<file path="config.mk">
export PLATFORM = sky130hd
export DESIGN_NAME = systolic_scheduler_flat
export DESIGN_NICKNAME = d
export VERILOG_FILES = /design/src/rtl/systolic_scheduler_pkg.sv /design/src/rtl/systolic_scheduler_if.sv /design/src/rtl/systolic_scheduler_lane_skew.sv /design/src/rtl/systolic_scheduler.sv /design/src/flat_wrapper.sv
export SDC_FILE = /design/constraint.sdc
export NUM_CORES = 1
export LEC_CHECK = 0
export CORE_UTILIZATION = 34
export DETAILED_ROUTE_END_ITERATION = 12
export GPL_TIMING_DRIVEN = 0
export SETUP_SLACK_MARGIN = 0.4
export SLEW_MARGIN = 20
export SYNTH_ARGS = -nofsm -noshare
export SYNTH_HDL_FRONTEND = slang
export SYNTH_SLANG_ARGS = --single-unit
</file>
<file path="constraint.sdc">
create_clock -name clk_i -period 2.73 [get_ports clk_i]
set_input_delay 0.546 -clock clk_i [delete_from_list [all_inputs] [get_ports clk_i]]
set_output_delay 0.546 -clock clk_i [all_outputs]
set_load 0.02 [all_outputs]
</file>
<file path="src/rtl/systolic_scheduler_pkg.sv">
// Shared state encoding and parameter defaults for the systolic array feed scheduler.
package sched_pkg;

    localparam int N_DEF     = 4;
    localparam int K_MAX_DEF = 16;

    typedef enum logic [1:0] {
        IDLE  = 2'd0,
        CLEAR = 2'd1,
        FEED  = 2'd2,
        DONE  = 2'd3
    } state_t;

    // Width of a counter that must reach k_max + 2n - 3 without wrapping.
    function automatic int t_width(input int n, input int k_max);
        int w;
        w = $clog2(k_max + 2 * n - 2);
        return (w < 1) ? 1 : w;
    endfunction

endpackage

</file>
<file path="src/rtl/systolic_scheduler_if.sv">
// Job request / array feed bundle between a job source and the systolic scheduler.
interface systolic_scheduler_if import sched_pkg::*; #(
    parameter int N  = N_DEF,
    parameter int KW = $clog2(K_MAX_DEF + 1)
) ();

    logic            go_i;
    logic [KW-1:0]   k_len_i;
    logic            busy_o;
    logic            done_o;
    logic            res_valid_o;
    logic            pe_start_o;
    logic [N*KW-1:0] lane_k_o;
    logic [N-1:0]    lane_valid_o;
    logic [N*N-1:0]  ovf_i;
    logic            ovf_o;

    modport master (
        output go_i, k_len_i, ovf_i,
        input  busy_o, done_o, res_valid_o, pe_start_o, lane_k_o, lane_valid_o, ovf_o
    );

    modport slave (
        input  go_i, k_len_i, ovf_i,
        output busy_o, done_o, res_valid_o, pe_start_o, lane_k_o, lane_valid_o, ovf_o
    );

endinterface

</file>
<file path="src/rtl/systolic_scheduler_lane_skew.sv">
// Purpose: operand index and valid for one feed lane, delayed by its lane number.
// Latency: combinational.
// Backpressure: none; follows the caller's cycle counter.
module lane_skew import sched_pkg::*; #(
    parameter int KW = 5,
    parameter int TW = 5
) (
    input  logic [TW-1:0] t,
    input  logic [KW-1:0] lane,
    input  logic [KW-1:0] k_len,
    output logic [KW-1:0] lane_k,
    output logic          lane_valid
);

    localparam int WW = ((TW > KW) ? TW : KW) + 1;

    logic [WW-1:0] t_w;
    logic [WW-1:0] lo_w;
    logic [WW-1:0] hi_w;

    // One extra bit so lane + k_len cannot wrap past the counter range.
    assign t_w  = WW'(t);
    assign lo_w = WW'(lane);
    assign hi_w = WW'(lane) + WW'(k_len);

    assign lane_valid = (t_w >= lo_w) && (t_w < hi_w);
    assign lane_k     = lane_valid ? KW'(t_w - lo_w) : '0;

endmodule

</file>
<file path="src/rtl/systolic_scheduler.sv">
// Purpose: sequences CLEAR/FEED/DONE for an NxN systolic array; SYSTOLIC_SCHED_OVF_EN adds a sticky overflow flag.
// Latency: go -> CLEAR next cycle, FEED for k_len+2N-2 cycles, done_o on entry to DONE.
// Backpressure: none; go_i is accepted only in IDLE or DONE and dropped otherwise.
module systolic_scheduler import sched_pkg::*; #(
    parameter int N     = N_DEF,
    parameter int K_MAX = K_MAX_DEF,
    parameter int KW    = $clog2(K_MAX + 1)
) (
    input logic                clk_i,
    input logic                rst_ni,
    systolic_scheduler_if.slave bus
);

    localparam int TW = t_width(N, K_MAX);

    state_t        state_q, state_d;
    logic [KW-1:0] k_len_q;
    logic [KW-1:0] k_sat;
    logic [TW-1:0] t_q;
    logic [TW-1:0] last_t;
    logic          done_q;
    logic          accept;
    logic          feed;
    logic          feed_last;
    logic          pe_start;

    logic [N-1:0]    lane_valid;
    logic [N*KW-1:0] lane_k;

    assign accept    = bus.go_i && ((state_q == IDLE) || (state_q == DONE));
    assign k_sat     = (bus.k_len_i > KW'(K_MAX)) ? KW'(K_MAX) : bus.k_len_i;
    assign feed      = (state_q == FEED);
    assign last_t    = TW'(k_len_q) + TW'(2 * N - 3);
    assign feed_last = feed && (t_q == last_t);
    assign pe_start  = (state_q == FEED) || (state_q == DONE);

    always_comb begin
        state_d = state_q;
        case (state_q)
            IDLE:    if (bus.go_i) state_d = CLEAR;
            CLEAR:   state_d = (k_len_q == '0) ? DONE : FEED;
            FEED:    if (feed_last) state_d = DONE;
            DONE:    if (bus.go_i) state_d = CLEAR;
            default: state_d = IDLE;
        endcase
    end

    always_ff @(posedge clk_i or negedge rst_ni) begin
        if (!rst_ni) begin
            state_q <= IDLE;
            k_len_q <= '0;
            t_q     <= '0;
            done_q  <= 1'b0;
        end else begin
            state_q <= state_d;
            if (accept) k_len_q <= k_sat;
            // Counter idles at zero so every FEED phase starts from t = 0.
            t_q    <= (feed && !feed_last) ? t_q + 1'b1 : '0;
            done_q <= (state_d == DONE) && (state_q != DONE);
        end
    end

    for (genvar i = 0; i < N; i++) begin : g_lane
        logic [KW-1:0] k_i;
        logic          v_i;

        lane_skew #(.KW(KW), .TW(TW)) u_skew (
            .t          (t_q),
            .lane       (KW'(i)),
            .k_len      (k_len_q),
            .lane_k     (k_i),
            .lane_valid (v_i)
        );

        assign lane_valid[i]         = feed && v_i;
        assign lane_k[i*KW +: KW]    = (feed && v_i) ? k_i : '0;
    end

    assign bus.busy_o       = (state_q == CLEAR) || (state_q == FEED);
    assign bus.done_o       = done_q;
    assign bus.res_valid_o  = (state_q == DONE);
    assign bus.pe_start_o   = pe_start;
    assign bus.lane_valid_o = lane_valid;
    assign bus.lane_k_o     = lane_k;

`ifdef SYSTOLIC_SCHED_OVF_EN
    logic ovf_q;

    always_ff @(posedge clk_i or negedge rst_ni) begin
        if (!rst_ni) begin
            ovf_q <= 1'b0;
        end else if (state_q == CLEAR) begin
            ovf_q <= 1'b0;
        end else if (pe_start && (|bus.ovf_i)) begin
            ovf_q <= 1'b1;
        end
    end

    assign bus.ovf_o = ovf_q;
`else
    logic unused_ovf;
    assign unused_ovf = ^bus.ovf_i;
    assign bus.ovf_o  = 1'b0;
`endif

endmodule

</file>
<file path="src/flat_wrapper.sv">
// flat-port wrapper written by rule: the top's interface ports become plain ports
module systolic_scheduler_flat import sched_pkg::*;
#(
    parameter int N     = N_DEF,
    parameter int K_MAX = K_MAX_DEF,
    parameter int KW    = $clog2(K_MAX + 1)
)
  (clk_i, rst_ni, bus_go_i, bus_k_len_i, bus_ovf_i, bus_busy_o, bus_done_o, bus_res_valid_o, bus_pe_start_o, bus_lane_k_o, bus_lane_valid_o, bus_ovf_o);
  systolic_scheduler_if #(.N(N), .KW(KW)) bus_i ();
  input logic clk_i;
  input logic rst_ni;
  input wire logic [$bits(bus_i.go_i)-1:0] bus_go_i;
  input wire logic [$bits(bus_i.k_len_i)-1:0] bus_k_len_i;
  input wire logic [$bits(bus_i.ovf_i)-1:0] bus_ovf_i;
  output wire logic [$bits(bus_i.busy_o)-1:0] bus_busy_o;
  output wire logic [$bits(bus_i.done_o)-1:0] bus_done_o;
  output wire logic [$bits(bus_i.res_valid_o)-1:0] bus_res_valid_o;
  output wire logic [$bits(bus_i.pe_start_o)-1:0] bus_pe_start_o;
  output wire logic [$bits(bus_i.lane_k_o)-1:0] bus_lane_k_o;
  output wire logic [$bits(bus_i.lane_valid_o)-1:0] bus_lane_valid_o;
  output wire logic [$bits(bus_i.ovf_o)-1:0] bus_ovf_o;
  assign bus_i.go_i = bus_go_i;
  assign bus_i.k_len_i = bus_k_len_i;
  assign bus_i.ovf_i = bus_ovf_i;
  assign bus_busy_o = bus_i.busy_o;
  assign bus_done_o = bus_i.done_o;
  assign bus_res_valid_o = bus_i.res_valid_o;
  assign bus_pe_start_o = bus_i.pe_start_o;
  assign bus_lane_k_o = bus_i.lane_k_o;
  assign bus_lane_valid_o = bus_i.lane_valid_o;
  assign bus_ovf_o = bus_i.ovf_o;
  systolic_scheduler #(.N(N), .K_MAX(K_MAX), .KW(KW)) u_core (.clk_i(clk_i), .rst_ni(rst_ni), .bus(bus_i));
endmodule
</file>
==> impl_metrics.ini <==
[grt]
overflow = 0
grt_use_total = 0.1755
met2_usage = 0.2981
use_met1 = 0.2537
first_global_vias = 1457
grt_start_max_net_pins = 14
antenna_found_initial = 0
use_met3 = 0.005698
grt_pass1_wl_um = 7148
grt_most_used_layer = met2

[floorplan]
fp.dieH_um = 70.96
core_um2 = 4474
initial_core_util = 0.3613
die-area_um2 = 5035
ioPinCount = 53
die_x_um = 70.96
rows = 24

[power]
ir_drop_mv = 0.5179
power.leakage_uw = 0.001130
p_per_area_nw_per_um2 = 1113
power.total_uw = 2967

[final_layout]
diodes = 0
syn2layout_area_growth_pct = 64.86
final_nets = 315
layout-drive-gt1-share = 0.4314

[sta]
max_freq_ghz = 0.3573
fin_skew_ps = 1.964
fin_crit_ps = 2799
rsz0062_at_grt = true
hold_viol = 0
finalSetupViolations = 9
drv_slew = 0
post-route-period-util = 1.025
setup_tns_ps = -490.4
final.setup.worst_slack_ps = -68.99
slew_headroom = 0.5877
worstMarginPinSlew_ps = 616.6

[clock_network]
cts.sinks = 13
clockRootBuffer = clkbuf_8
cts_made_buffers = 3
hold_buffers = 0
tritoncts = done
clk_pin_slew_ps = 60
htree_levels = 1
cts_buffer_depth = 2
worstSkewPairLatency_ps = 240

[synthesis]
synthMostInstantiatedCell = ha_1
synth_edf_count = 0
ys_async_sr_fraction = 1.000
synth_fa_ha_area_frac = 0.2709
synth_top_area_share = 0.2709
syn_nets = 258
synthMuxAreaShare = 0
synth_area_leader_cell = ha_1
syn_area_um2 = 1617
ys_seq_elements = 13
yosys-top-cells-area = ha_1, dfrtp_1, xnor2_1
ys.warnings.count = 0
synthTopCellsByCount = ha_1, nor2_1, inv_1, nand2_1, xnor2_1
ys.flop_type = dfrtp_1
synth_top_family_by_area = adder cells
avgSynthCellArea_um2 = 8.123
netlist-cell-type-count = 34
synth-simple-area-share = 0.2113
seq_area_frac_synth = 0.2012
synth_cells = 199
synthXorXnorAreaFrac = 0.1192
synth_compound_area_frac = 0.1277

[hold_path]
hold_class = register to register

[route]
ant_nets = 0
avgRoutedWirePerCell_um = 13.59
vias = 1514
drtIter0Drc = 64
wl_um = 4172
avgViaCountPerCell = 4.932
dr.pass1.iters = 6
drc_errors = 0

[placement]
dp_hpwl_um = 3058
io_buffers = 35
place.gp.congestion = 0.8080

[outcome]
violations = negative setup slack
status = finished with violations

[flow_run]
maxCapViolCount = 0

[worst_setup_path]
cp-start-kind = register
cp_data_arrival_time_ps = 2250
critPathKind = register to output port
cp_max_fo = 6
crit_required_ps = 2180
end_kind = output port
[cell usage in the layout (no fill, tap or decap), drive strengths merged, types with 3 or more instances in the layout]
| cell type | count |
|---|---|
| nor4 | 3 |
| nor2 | 19 |
| o21a | 5 |
| nand3b | 5 |
| buf | 46 |
| nor3 | 14 |
| xor2 | 7 |
| nand3 | 6 |
| clkdlybuf4s50 | 10 |
| inv | 16 |
| nor2b | 4 |
| o21ai | 11 |
| xnor2 | 15 |
| dfrtp | 13 |
| a21oi | 5 |
| nand2 | 17 |
| clkbuf | 6 |
| ha | 35 |
[worst paths after layout]
check	from	end	slack, ps	cells after the start
worst max register to register	u_core.k_len_q[1]$_DFFE_PN0P_	u_core.t_q[4]$_DFF_PN0_	760	7
worst min register to register	u_core.state_q[1]$_DFF_PN0_	u_core.state_q[1]$_DFF_PN0_	630	2
min in group asynchronous	rst_ni	u_core.state_q[0]$_DFF_PN0_	690	1
worst min-delay path	u_core.state_q[1]$_DFF_PN0_	u_core.state_q[1]$_DFF_PN0_	630	2
max in group asynchronous	rst_ni	u_core.k_len_q[1]$_DFFE_PN0P_	1600	1
worst max-delay path	u_core.k_len_q[1]$_DFFE_PN0P_	bus_lane_k_o[5]	-70	11
[metrics by stage]
step	hold WS [ps]	utilization	worst slack [ps]	cells	instance area, um2
floorplan	250.4	-	250.1	199	1913
global placement	607.8	0.5204	-429.7	286	2328
detailed placement	611.4	0.5204	-443.6	286	2328
CTS	628.9	0.5864	-82.07	307	2624
global route	698.3	0.5956	-162.4	307	2665
finish	627.1	0.5956	-68.99	307	2665
[state kept, by name (all words and copies together) (netlist names)]
name	cells
u_core.k_len_q	5
u_core.t_q	5
u_core.state_q	2
u_core.bus.done_o	1
[cells by family (layout without fill, tap and decap cells)]
family / after synthesis / after routing
xor gates and xnor gates: 22 / 22
DFF: 13 / 13
adders and majority gates: 35 / 35
buffers and inverters: 25 / 81
other: 1 / 1
AOI/OAI and AO/OA: 32 / 32
and+or+nand+nor: 71 / 71
[final cells by class]
cell class | instances | area [um2]
Fill cell | 404 | 1809
Sequential cell | 13 | 331.6
Tap cell | 52 | 65.06
Multi-Input combinational cell | 161 | 1569
Clock buffer | 4 | 45.04
Buffer | 7 | 46.29
Timing Repair Buffer | 52 | 523.0
Inverter | 18 | 85.08
[worst max-delay path, stage by stage, from the launching register on]
cell	delay (ps)
dfrtp_2	420
inv_4	80
ha_4	290
inv_2	40
ha_4	230
nor2b_4	120
o21a_1	190
o21ai_2	160
a21oi_4	80
buf_12	160
nor3_4	110
buf_6	140
[routing by layer]
metal,up-vias,part of all wire
met5,-,0
met4,0,0.0024
met3,2,0.029
met2,38,0.48
met1,691,0.49
li1,783,-
[report_power, final]
| group | switching (uW) | total (uW) | internal [uW] |
|---|---|---|---|
| Clock | 69.3 | 172 | 103 |
| Combinational | 1310 | 2440 | 1130 |
| Sequential | 99.5 | 357 | 258 |
| Total | 1480 | 2970 | 1490 |
[timing repair]
action                                  4_1_cts  5_1_grt
buffers inserted                             17        0
hold endpoints to repair                      0        0
gates resized for setup                     165       10
endpoints found under the setup margin       25       24
pin swaps                                    18        3
Power figures use the tool's default switching activity.
